<file path="src/rtl/lc3b_mem_pkg.sv">
// Shared types and constants for the LC-3b memory access unit.
package lc3b_mem_pkg;

    typedef enum logic [1:0] {
        S_IDLE   = 2'd0,
        S_ACCESS = 2'd1,
        S_WB     = 2'd2,
        S_ERR    = 2'd3
    } mem_state_t;

    localparam logic [1:0] BE_WORD = 2'b11;
    localparam logic [1:0] BE_LO   = 2'b01;
    localparam logic [1:0] BE_HI   = 2'b10;

    function automatic logic [1:0] byte_enables(input logic is_byte, input logic addr0);
        if (!is_byte)
            return BE_WORD;
        return addr0 ? BE_HI : BE_LO;
    endfunction

endpackage

</file>
<file path="src/rtl/lc3b_ld_format.sv">
// Load data formatting: word passthrough or byte select with sign extension.
module lc3b_ld_format (
    input  logic [15:0] rdata,
    input  logic        is_byte,
    input  logic        addr0,
    output logic [15:0] data
);
    logic [7:0] sel;

    always_comb begin
        sel = addr0 ? rdata[15:8] : rdata[7:0];
        if (is_byte)
            data = {{8{sel[7]}}, sel};
        else
            data = rdata;
    end

endmodule

</file>
<file path="src/rtl/lc3b_mem_ctrl.sv">
// Multi-cycle load/store unit for the LC-3b datapath; also drives the
// register-file write port when a load completes.
module lc3b_mem_ctrl
    import lc3b_mem_pkg::*;
#(
    parameter int MAX_WAIT = 255
) (
    input  logic        clk,
    input  logic        rst,
    input  logic        req_valid,
    output logic        req_ready,
    input  logic        req_we,
    input  logic        req_byte,
    input  logic [15:0] req_addr,
    input  logic [15:0] req_wdata,
    input  logic        req_ldreg,
    input  logic [2:0]  req_dr,
    output logic        mem_en,
    output logic        mem_we,
    output logic [1:0]  mem_be,
    output logic [15:0] mem_addr,
    output logic [15:0] mem_wdata,
    input  logic [15:0] mem_rdata,
    input  logic        mem_r,
    output logic [15:0] data,
    output logic        ld_reg,
    output logic [2:0]  dr,
    output logic        done,
    output logic        err
);
    // state    | meaning
    // S_IDLE   | ready for a request, latches it on req_valid
    // S_ACCESS | memory port active, waiting for mem_r or timeout
    // S_WB     | one-cycle completion, register-file write for loads
    // S_ERR    | one-cycle error completion (unaligned or timeout)

    localparam logic [15:0] WAIT_LAST = 16'(MAX_WAIT) - 16'd1;

    mem_state_t  state_q, state_d;
    logic        we_q, byte_q, ldreg_q;
    logic [15:0] addr_q, wdata_q, rdata_q, wait_cnt;
    logic [2:0]  dr_q;
    logic [15:0] fmt_data;
    logic        timeout;

    lc3b_ld_format u_fmt (
        .rdata   (rdata_q),
        .is_byte (byte_q),
        .addr0   (addr_q[0]),
        .data    (fmt_data)
    );

    assign timeout = (MAX_WAIT != 0) && (wait_cnt == WAIT_LAST);

    always_ff @(posedge clk) begin
        if (rst) begin
            state_q  <= S_IDLE;
            we_q     <= 1'b0;
            byte_q   <= 1'b0;
            ldreg_q  <= 1'b0;
            addr_q   <= '0;
            wdata_q  <= '0;
            rdata_q  <= '0;
            dr_q     <= '0;
            wait_cnt <= '0;
        end else begin
            state_q <= state_d;
            if (state_q == S_IDLE && req_valid) begin
                we_q    <= req_we;
                byte_q  <= req_byte;
                ldreg_q <= req_ldreg;
                addr_q  <= req_addr;
                wdata_q <= req_wdata;
                dr_q    <= req_dr;
            end
            if (state_q == S_ACCESS) begin
                wait_cnt <= wait_cnt + 16'd1;
                if (mem_r)
                    rdata_q <= mem_rdata;
            end else begin
                wait_cnt <= '0;
            end
        end
    end

    always_comb begin
        state_d   = state_q;
        req_ready = 1'b0;
        mem_en    = 1'b0;
        mem_we    = 1'b0;
        mem_be    = 2'b00;
        mem_addr  = '0;
        mem_wdata = '0;
        data      = '0;
        ld_reg    = 1'b0;
        dr        = '0;
        done      = 1'b0;
        err       = 1'b0;
        case (state_q)
            S_IDLE: begin
                req_ready = 1'b1;
                if (req_valid)
                    state_d = (!req_byte && req_addr[0]) ? S_ERR : S_ACCESS;
            end
            S_ACCESS: begin
                mem_en    = 1'b1;
                mem_we    = we_q;
                mem_be    = byte_enables(byte_q, addr_q[0]);
                mem_addr  = {addr_q[15:1], 1'b0};
                mem_wdata = byte_q ? {wdata_q[7:0], wdata_q[7:0]} : wdata_q;
                if (mem_r)
                    state_d = S_WB;
                else if (timeout)
                    state_d = S_ERR;
            end
            S_WB: begin
                done    = 1'b1;
                ld_reg  = !we_q && ldreg_q;
                data    = we_q ? 16'h0000 : fmt_data;
                dr      = dr_q;
                state_d = S_IDLE;
            end
            S_ERR: begin
                done    = 1'b1;
                err     = 1'b1;
                state_d = S_IDLE;
            end
            default: state_d = S_IDLE;
        endcase
    end

endmodule

</file>
<file path="config.mk">
export PLATFORM = sky130hd
export DESIGN_NAME = lc3b_mem_ctrl
export DESIGN_NICKNAME = d
export VERILOG_FILES = /design/src/rtl/lc3b_mem_pkg.sv /design/src/rtl/lc3b_ld_format.sv /design/src/rtl/lc3b_mem_ctrl.sv
export SDC_FILE = /design/constraint.sdc
export NUM_CORES = 1
export LEC_CHECK = 0
export CAP_MARGIN = 0
export CORE_ASPECT_RATIO = 1.2
export CORE_UTILIZATION = 45
export DETAILED_ROUTE_END_ITERATION = 7
export PLACE_DENSITY = 0.82
export SETUP_SLACK_MARGIN = 0.15
export SYNTH_ARGS = -nofsm -noshare
export SYNTH_HDL_FRONTEND = slang
export SYNTH_HIERARCHICAL = 1
export SYNTH_SLANG_ARGS = --single-unit
</file>
<file path="constraint.sdc">
create_clock -name clk -period 4.45 [get_ports clk]
set_input_delay 0.89 -clock clk [delete_from_list [all_inputs] [get_ports clk]]
set_output_delay 0.89 -clock clk [all_outputs]
set_load 0.1 [all_outputs]
</file>
After elaboration in Yosys (flattened, before gate mapping)
Cells that the tools add are included.
W data, S select, Z words.

storage, ports and cells
  bits of input ports = 58
  logic and storage cells = 52
  flip-flop bits (word level) = 72
  output and inout bits = 59

operators by class
  add/subtract/negate cells = 1
  reductions and logical operators = 10
  equal/unequal tests = 6
  muxes and demuxes = 25
  bitwise logic cells = 1

operator list
  operator                 count
  $mux W16                 6
  $add A16 B1 Y16 const B  1
  $eq A16 B8 Y1 const B    1
  $mux W2                  8
  $mux W1                  8
  $mux W8                  1
  $pmux W2 S3              1
  $eq A2 B2 Y1 const B     2
  $reduce_and A2 Y1        2
  $reduce_or A2 Y1         2
  $logic_and A1 B1 Y1      3
  $mux W3                  1
  $ne A3 B3 Y1 const B     1
  $eq A2 B1 Y1 const B     1
  $logic_not A1 Y1         2
  $logic_not A2 Y1         1
  $ne A2 B2 Y1 const B     1
  $not A1 Y1               1

Logic depth before layout (Yosys ltp)
Gate-level depths: netlist (run 1).

  word-level depth = 5
  gate-level depth with buffers = 7
  mapped depth without buffers = 6

Modules after synthesis
The synthesis (run 1) kept the hierarchy.

modules (own cells, without submodules)
  module          area each (um^2)  sequential area each (um^2)  cells each  times used
  lc3b_mem_ctrl   3140.5            1441.4                       405         1
  lc3b_ld_format  236.5             0.0                          28          1

Least setup slack after synthesis (run 1)
No wires, ideal clock.

  kind = register -> output
  from = reg state_q[1]
  to = out mem_addr[10]
  data required time = 3.560 ns
  cell stages (with the launch flop) = 6
  path buffers = 2
  slack = 1.021 ns
  arrival time = 2.539 ns
  cell sequence = dfxtp_1 nand2b_1 inv_1 buf_2 clkbuf_1 and2_1

between the ends
  cells in the longest elaborated chain, start to end = 2

ends and longest elaborated chain
  what                      RTL line             source
  start: declaration        lc3b_mem_ctrl.sv:39  mem_state_t state_q, state_d;
  start signal: assignment  lc3b_mem_ctrl.sv:67  state_q <= state_d;
  $eq A2 B1 Y1              lc3b_mem_ctrl.sv:99  case (state_q)
  $mux W16                  lc3b_mem_ctrl.sv:99
  end: declaration          lc3b_mem_ctrl.sv:21  output logic [15:0] mem_addr,

No other way between the ends.

Final worst setup path (run 1)
  from = reg state_q[1]
  to = out mem_be[0]

between the ends
  cells in the longest elaborated chain, start to end = 2

ends and longest elaborated chain
  what              RTL line             source
  $eq A2 B1 Y1      lc3b_mem_ctrl.sv:99
  $mux W2           lc3b_mem_ctrl.sv:99
  end: declaration  lc3b_mem_ctrl.sv:20  output logic [1:0] mem_be,

No other way between the ends.

==> key figures, run 1 <==
Finish
  – Syn-to-layout area delta: 36.3%
  – Final Instance Area: 0.00460 sq mm
  – Antenna diode count: 0
  – Layout Nets: 594
  – Share of cells above drive strength 1: 0.161

Routing
  – DR WL met3: 454 um
  – Met2 WL: 4410 um
  – Wl on met1: 3460 um
  – Avg WL per Cell: 13.5 um
  – Drt via density: 5.06
  – DRC Markers: 0
  – Vias: 3184
  – Initial DRC count: 149
  – DR pass1 iterations: 5
  – Max Used Layer: met4
  – Routed wire length: 8520 um
  – Remaining antenna violation count: 0

CTS
  – Sink Count: 72
  – H-tree levels: 3
  – # Post-CTS Setup Buffers: 0
  – Clk_lat worst skew: 340 ps
  – Root buf cell: clkbuf_8
  – Clk slew on worst S/H paths: 70 ps
  – Number of CTS-inserted buffers: 9
  – CTS tree: built
  – CTS max path bufs: 2
  – Cts repair resizes: 0
  – CTS Hold Bufs: 0

Worst setup path
  – R2R setup slack: 2120 ps
  – Worst-path maximum fanout: 11
  – Crit. End Element: output pin
  – CP Cell Sequence: nand2b_1 -> a21oi_1 -> clkdlybuf4s50_1
  – Top Family by Delay on Critical Path: buffers and inverters
  – R2R Path End: rdata_q[3]$_SDFFE_PP0P_
  – Reg2reg start: state_q[1]$_SDFFE_PP0P_
  – Critical path arrival: 2470 ps
  – Buf+Inv Stages, Crit Path: 1
  – CP max stage cell: clkdlybuf4s50_1
  – Worst setup path class: flip-flop to output pin
  – Critical path launch point type: flip-flop
  – Reg2Reg Depth: 5
  – Worst stage delay on the critical path: 1160 ps
  – CP required: 3560 ps

Global route
  – GRT Util Overall: 0.219
  – Grt ovf: 0
  – Vias in the first global route: 2929
  – Largest net degree at the start of global routing: 42
  – First-pass GRT wire length: 13300 um
  – Initial antenna violation count: 0

Synth
  – Post-synth EDFFs: 0
  – Sequential share of the synthesized area: 0.427
  – Post-synth ARST share: 0
  – Synth cell types: 34
  – Post-synth top cells: nand2_1 (115), dfxtp_1 (72), a21oi_1 (65)
  – Post-synthesis register bit count: 72
  – Syn_area_per_cell: 7.80 sq um
  – Share of the synthesized area in the top cell type: 0.427
  – Synth area leaders: dfxtp_1 (43%), nand2_1 (13%), a21oi_1 (9.6%)
  – Most frequent cell after synthesis: nand2_1
  – Yosys synthesis warning count: 6
  – Most used DFF post-synth: dfxtp_1
  – Synth Cell Area: 0.00338 sq mm
  – Syn nets: 493
  – Synth Instances: 433
  – Yosys top cell by area: dfxtp_1

Power
  – P_leak: 1.83 nW
  – Power Density: 328 mW/mm^2
  – Peak supply drop: 0.000188 V

Placement
  – Placed inst area: 0.00440 sq mm
  – Final GP Congestion: 0.865
  – PortBufs: 115
  – Post-DP HPWL: 6240 um
  – DP Worst Slack: 1450 ps

Floorplan
  – Initial Util: 0.464
  – Die width: 81.1 um
  – Full die area: 0.00786 sq mm
  – Row cnt: 34
  – Die Height: 96.9 um
  – Top Ports: 117
  – Core area: 0.00727 sq mm

STA
  – Least-Margin Pin Slew: 1020 ps
  – Rel. slew slack: 0.315
  – RSZ-0062 raised after global routing: no
  – Final Cycle Share: 0.754
  – Fmax: 298 MHz
  – TNS Setup: 0 ps
  – Max Clock Skew: 11.0 ps
  – Setup ws final: 1090 ps
  – Slew Limit Fails: 0
  – Final Critical Period: 3360 ps
  – Finish-stage setup viols: 0
  – Final hold vios: 0
  – Worst Hold Margin: 451 ps

Status
  – Status: finished clean

Worst hold path
  – Hold path cells: 2
  – HP Class: flip-flop to flip-flop
  – WHS Endpoint: addr_q[6]$_SDFFE_PP0P_
  – Min-delay src: addr_q[6]$_SDFFE_PP0P_

Job
  – MaxCap Viol Count: 0
[placed cells by master, fill, tap and decap left out, drive strengths merged, types with 5 or more instances in the layout]
cell / n
and2: 47
a21oi: 65
nor4: 5
xnor2: 9
buf: 55
mux2i: 9
dfxtp: 72
nand4: 7
nand2: 116
mux2: 9
inv: 6
nor2: 33
clkbuf: 11
clkdlybuf4s50: 64
[cell type report]
cell class	instances	area, sq um
Multi-Input combinational cell	326	1780
Sequential cell	72	1440
Tap cell	90	113
Clock buffer	11	141
Inverter	6	22.5
Fill cell	652	2670
Timing Repair Buffer	119	1050
Clock inverter	5	56.3
[cell families after synthesis]
| family | share of synthesized area |
|---|---|
| buf+inv | 0.0471 |
| other cells | 0.00111 |
| compound gates | 0.103 |
| fa+ha+maj | 0.00741 |
| mux | 0.0667 |
| simple gates | 0.315 |
| xor+xnor | 0.0337 |
| flops | 0.427 |
[tightest hold or removal path, stage by stage, from the launching register on]
cell,delay (ps)
dfxtp_1,310
nand2_1,50
a21oi_1,50
[where the power goes]
part / leakage, nW / internal (mW) / switching [mW]
sequential: 0.587 / 0.675 / 0.0226
clock: 0.0993 / 0.273 / 0.238
combinational: 1.14 / 0.104 / 0.197
[sequential cells by signal, indices dropped and copies added (netlist names)]
| register | flops |
|---|---|
| we_q | 1 |
| ldreg_q | 1 |
| wait_cnt | 16 |
| dr_q | 3 |
| addr_q | 16 |
| byte_q | 1 |
| rdata_q | 16 |
| wdata_q | 16 |
| state_q | 2 |
[worst max-delay path by stage]
stage	startpoint	to	slack, ps	cells after the start
global placement	state_q[1]$_SDFFE_PP0P_	mem_be[1]	1540	3
CTS	state_q[1]$_SDFFE_PP0P_	mem_be[0]	1070	3
global route	state_q[1]$_SDFFE_PP0P_	mem_be[1]	990	3
floorplan	state_q[1]$_SDFFE_PP0P_	mem_addr[10]	1020	5
detailed placement	state_q[1]$_SDFFE_PP0P_	mem_be[0]	1450	3
finish	state_q[1]$_SDFFE_PP0P_	mem_be[0]	1090	3
[per-layer routing]
metal / global-route usage / vias to the layer above
met5: 0 / -
met4: 0.0865 / 0
met3: 0.0491 / 15
met2: 0.395 / 97
met1: 0.240 / 1464
li1: - / 1608
[through the flow]
| step | cells | utilization | power [mW] |
|---|---|---|---|
| 3_5_place_dp | 613 | 0.605 | 1.01 |
| 5_1_grt | 629 | 0.633 | 1.58 |
| 3_3_place_gp | 613 | 0.605 | 1.01 |
| 2_1_floorplan | 433 | - | 0.916 |
| 6_report | 629 | 0.633 | 1.51 |
| 4_1_cts | 629 | 0.633 | 1.52 |
(Power assumes the default switching activity.)
==> inputs of run 2 (changes only) <==
clock period = 3.45 ns   (was 4.45 ns; I/O delays follow)
==> run 2 against run 1 <==
Net effect:
- non-clock buffer count unchanged
- wire length up 2.4%
- clock power up 69%
- sequential share of layout area down 0.29 points
- sequential power up 29%
- critical path depth up 1
- clock-buffer cell count unchanged
- combinational power up 29%
- utilization up 0.58 points
- first-iteration DRC count up 1.3%
- clock skew about the same
- worst hold slack better by 2.7 ps
- largest cell class unchanged
- largest power group unchanged
==> key figures, run 2 (synthesis gave the netlist of run 1 again) <==
Status
  – Status: finished clean (unchanged)

Placement
  – PortBufs: 115 (unchanged)
  – Final GP Congestion: 0.831 (was 0.865)
  – DP Worst Slack: 903 ps (was 1450 ps)
  – Post-DP HPWL: 6180 um (was 6240 um)
  – Placed inst area: 0.00438 sq mm (was 0.00440 sq mm)
  – Placed cells: 613 (unchanged)

Routing
  – Remaining antenna violation count: 0 (unchanged)
  – Avg WL per Cell: 13.9 um (was 13.5 um)
  – Vias: 3177 (was 3184)
  – Initial DRC count: 151 (was 149)
  – DR pass1 iterations: 4 (was 5)
  – Routed wire length: 8720 um (was 8520 um)
  – DRC Markers: 0 (unchanged)
  – Drt via density: 5.05 (was 5.06)

Power
  – Logic pwr share: 0.179 (was 0.199)
  – Clk pwr share: 0.402 (was 0.339)
  – Sw Share: 0.276 (was 0.303)
  – Net Sw Power: 0.594 mW (was 0.457 mW)
  – Power Density: 463 mW/mm^2 (was 328 mW/mm^2)
  – Peak supply drop: 0.000301 V (was 0.000188 V)
  – Sequential group share of total power: 0.419 (was 0.462)
  – P_int: 1.56 mW (was 1.05 mW)
  – P_leak: 1.87 nW (was 1.83 nW)

Global route
  – Largest net degree at the start of global routing: 57 (was 42)
  – Vias in the first global route: 3044 (was 2929)
  – GRT Util Overall: 0.228 (was 0.219)
  – Grt ovf: 0 (unchanged)
  – Initial antenna violation count: 0 (unchanged)
  – First-pass GRT wire length: 14000 um (was 13300 um)

Worst setup path
  – Worst stage delay on the critical path: 650 ps (was 1160 ps)
  – CP Cell Sequence: nand2b_1 -> inv_1 -> and2_1 -> buf_4 (was nand2b_1 -> a21oi_1 -> clkdlybuf4s50_1)
  – Crit. End Element: output pin (unchanged)
  – CP required: 2760 ps (was 3560 ps)
  – Worst-path maximum fanout: 29 (was 11)
  – Critical path arrival: 2210 ps (was 2470 ps)
  – Worst setup path class: flip-flop to output pin (unchanged)
  – Critical path launch point type: flip-flop (unchanged)
  – Buf+Inv Stages, Crit Path: 2 (was 1)
  – R2R setup slack: 1170 ps (was 2120 ps)
  – CP max stage cell: inv_1 (was clkdlybuf4s50_1)
  – Top Family by Delay on Critical Path: buffers and inverters (unchanged)

CTS
  – CTS Hold Bufs: 0 (unchanged)
  – H-tree levels: 3 (unchanged)
  – CTS tree: built (unchanged)
  – # Post-CTS Setup Buffers: 0 (unchanged)
  – CTS max path bufs: 2 (unchanged)
  – Sink Count: 72 (unchanged)
  – Clk slew on worst S/H paths: 70 ps (about the same)
  – Number of CTS-inserted buffers: 9 (unchanged)
  – Root buf cell: clkbuf_8 (unchanged)
  – Clk_lat worst skew: 340 ps (about the same)
  – Cts repair resizes: 0 (unchanged)

STA
  – Least-Margin Pin Slew: 766 ps (was 1020 ps)
  – Max Clock Skew: 11.3 ps (was 11.0 ps)
  – Final hold vios: 0 (unchanged)
  – Fmax: 345 MHz
  – Slew Limit Fails: 0 (unchanged)
  – Rel. slew slack: 0.489 (was 0.315)
  – Setup ws final: 554 ps (was 1090 ps)
  – TNS Setup: 0 ps (unchanged)
  – Final Cycle Share: 0.840
  – RSZ-0062 raised after global routing: no (unchanged)
  – Final Critical Period: 2900 ps
  – Finish-stage setup viols: 0 (unchanged)

Finish
  – Layout filler cell count: 616 (was 652)
  – Most common cell after layout, fill and taps aside: nand2_1 (unchanged)
  – Antenna diode count: 0 (unchanged)
  – Syn-to-layout area delta: 37.5% (was 36.3%)
  – Final Util: 0.638 (was 0.633)
  – Layout Cells excl Fill: 629 (unchanged)
  – Share of cells above drive strength 1: 0.174 (was 0.161)
  – Final Instance Area: 0.00464 sq mm (was 0.00460 sq mm)
  – Layout Nets: 594 (unchanged)
  – Most frequent cells in the layout: nand2_1 (115), dfxtp_1 (72), a21oi_1 (65), buf_4 (62), clkdlybuf4s50_1 (56) (was nand2_1 (115), dfxtp_1 (72), a21oi_1 (65), clkdlybuf4s50_1 (64), buf_4 (54))

Floorplan
  – Full die area: 0.00786 sq mm (unchanged)
  – Row cnt: 34 (unchanged)
  – Die width: 81.1 um (unchanged)
  – Core area: 0.00727 sq mm (unchanged)
  – Initial Util: 0.464 (unchanged)
  – Top Ports: 117 (unchanged)
  – Die Height: 96.9 um (unchanged)

Worst hold path
  – HP Class: flip-flop to flip-flop (unchanged)

Job
  – MaxCap Viol Count: 0 (unchanged)
-- run 2: worst paths after layout --
| path | start | to | cells after the start |
|---|---|---|---|
| worst min-delay path | ldreg_q$_SDFFE_PP0P_ | ldreg_q$_SDFFE_PP0P_ | 2 |
| worst min register to register | ldreg_q$_SDFFE_PP0P_ | ldreg_q$_SDFFE_PP0P_ | 2 |
| worst max register to register | state_q[1]$_SDFFE_PP0P_ | rdata_q[7]$_SDFFE_PP0P_ | 5 |
| worst max-delay path | state_q[1]$_SDFFE_PP0P_ | mem_addr[5] | 4 |
-- run 2: final cells by class --
type	count	area, sq um	share of cell area
clock inverter	5	129	0.0277
clock buffer	11	131	0.0283
inverter	6	22.5	0.00485
tap	90	113	0.0242
timing repair buffer	119	1030	0.222
multi-input combinational	326	1780	0.383
sequential	72	1440	0.310
-- run 2: worst register-to-register path: stages, from the launching register on --
cell and delay (ps):
dfxtp_1 360, nand2b_1 320, inv_1 650, and2_1 590, nand2_1 150, a21oi_1 140
-- run 2: stage by stage --
step	total power, mW	hold slack, ps
final	2.15	453
after global routing	2.24	475
after CTS	2.17	456
after detailed placement	1.30	446
after global placement	1.30	437
after floorplan	1.18	432
-- run 2: per-layer routing --
layer  global-route usage  routed length (um)  vias up
li1                     -                   -     1602
met1                0.257                3660     1471
met2                0.403                4470       89
met3               0.0443                 419       15
met4                0.102                 178        0
met5                    0                   0        -
-- run 2: power by group through the flow --
stage | registers, mW | logic, mW | clock network (mW)
6_report | 0.901 | 0.386 | 0.865
5_1_grt | 0.907 | 0.414 | 0.919
4_1_cts | 0.901 | 0.386 | 0.879
3_5_place_dp | 0.920 | 0.385 | 0
3_3_place_gp | 0.918 | 0.379 | 0
2_1_floorplan | 0.908 | 0.273 | 0
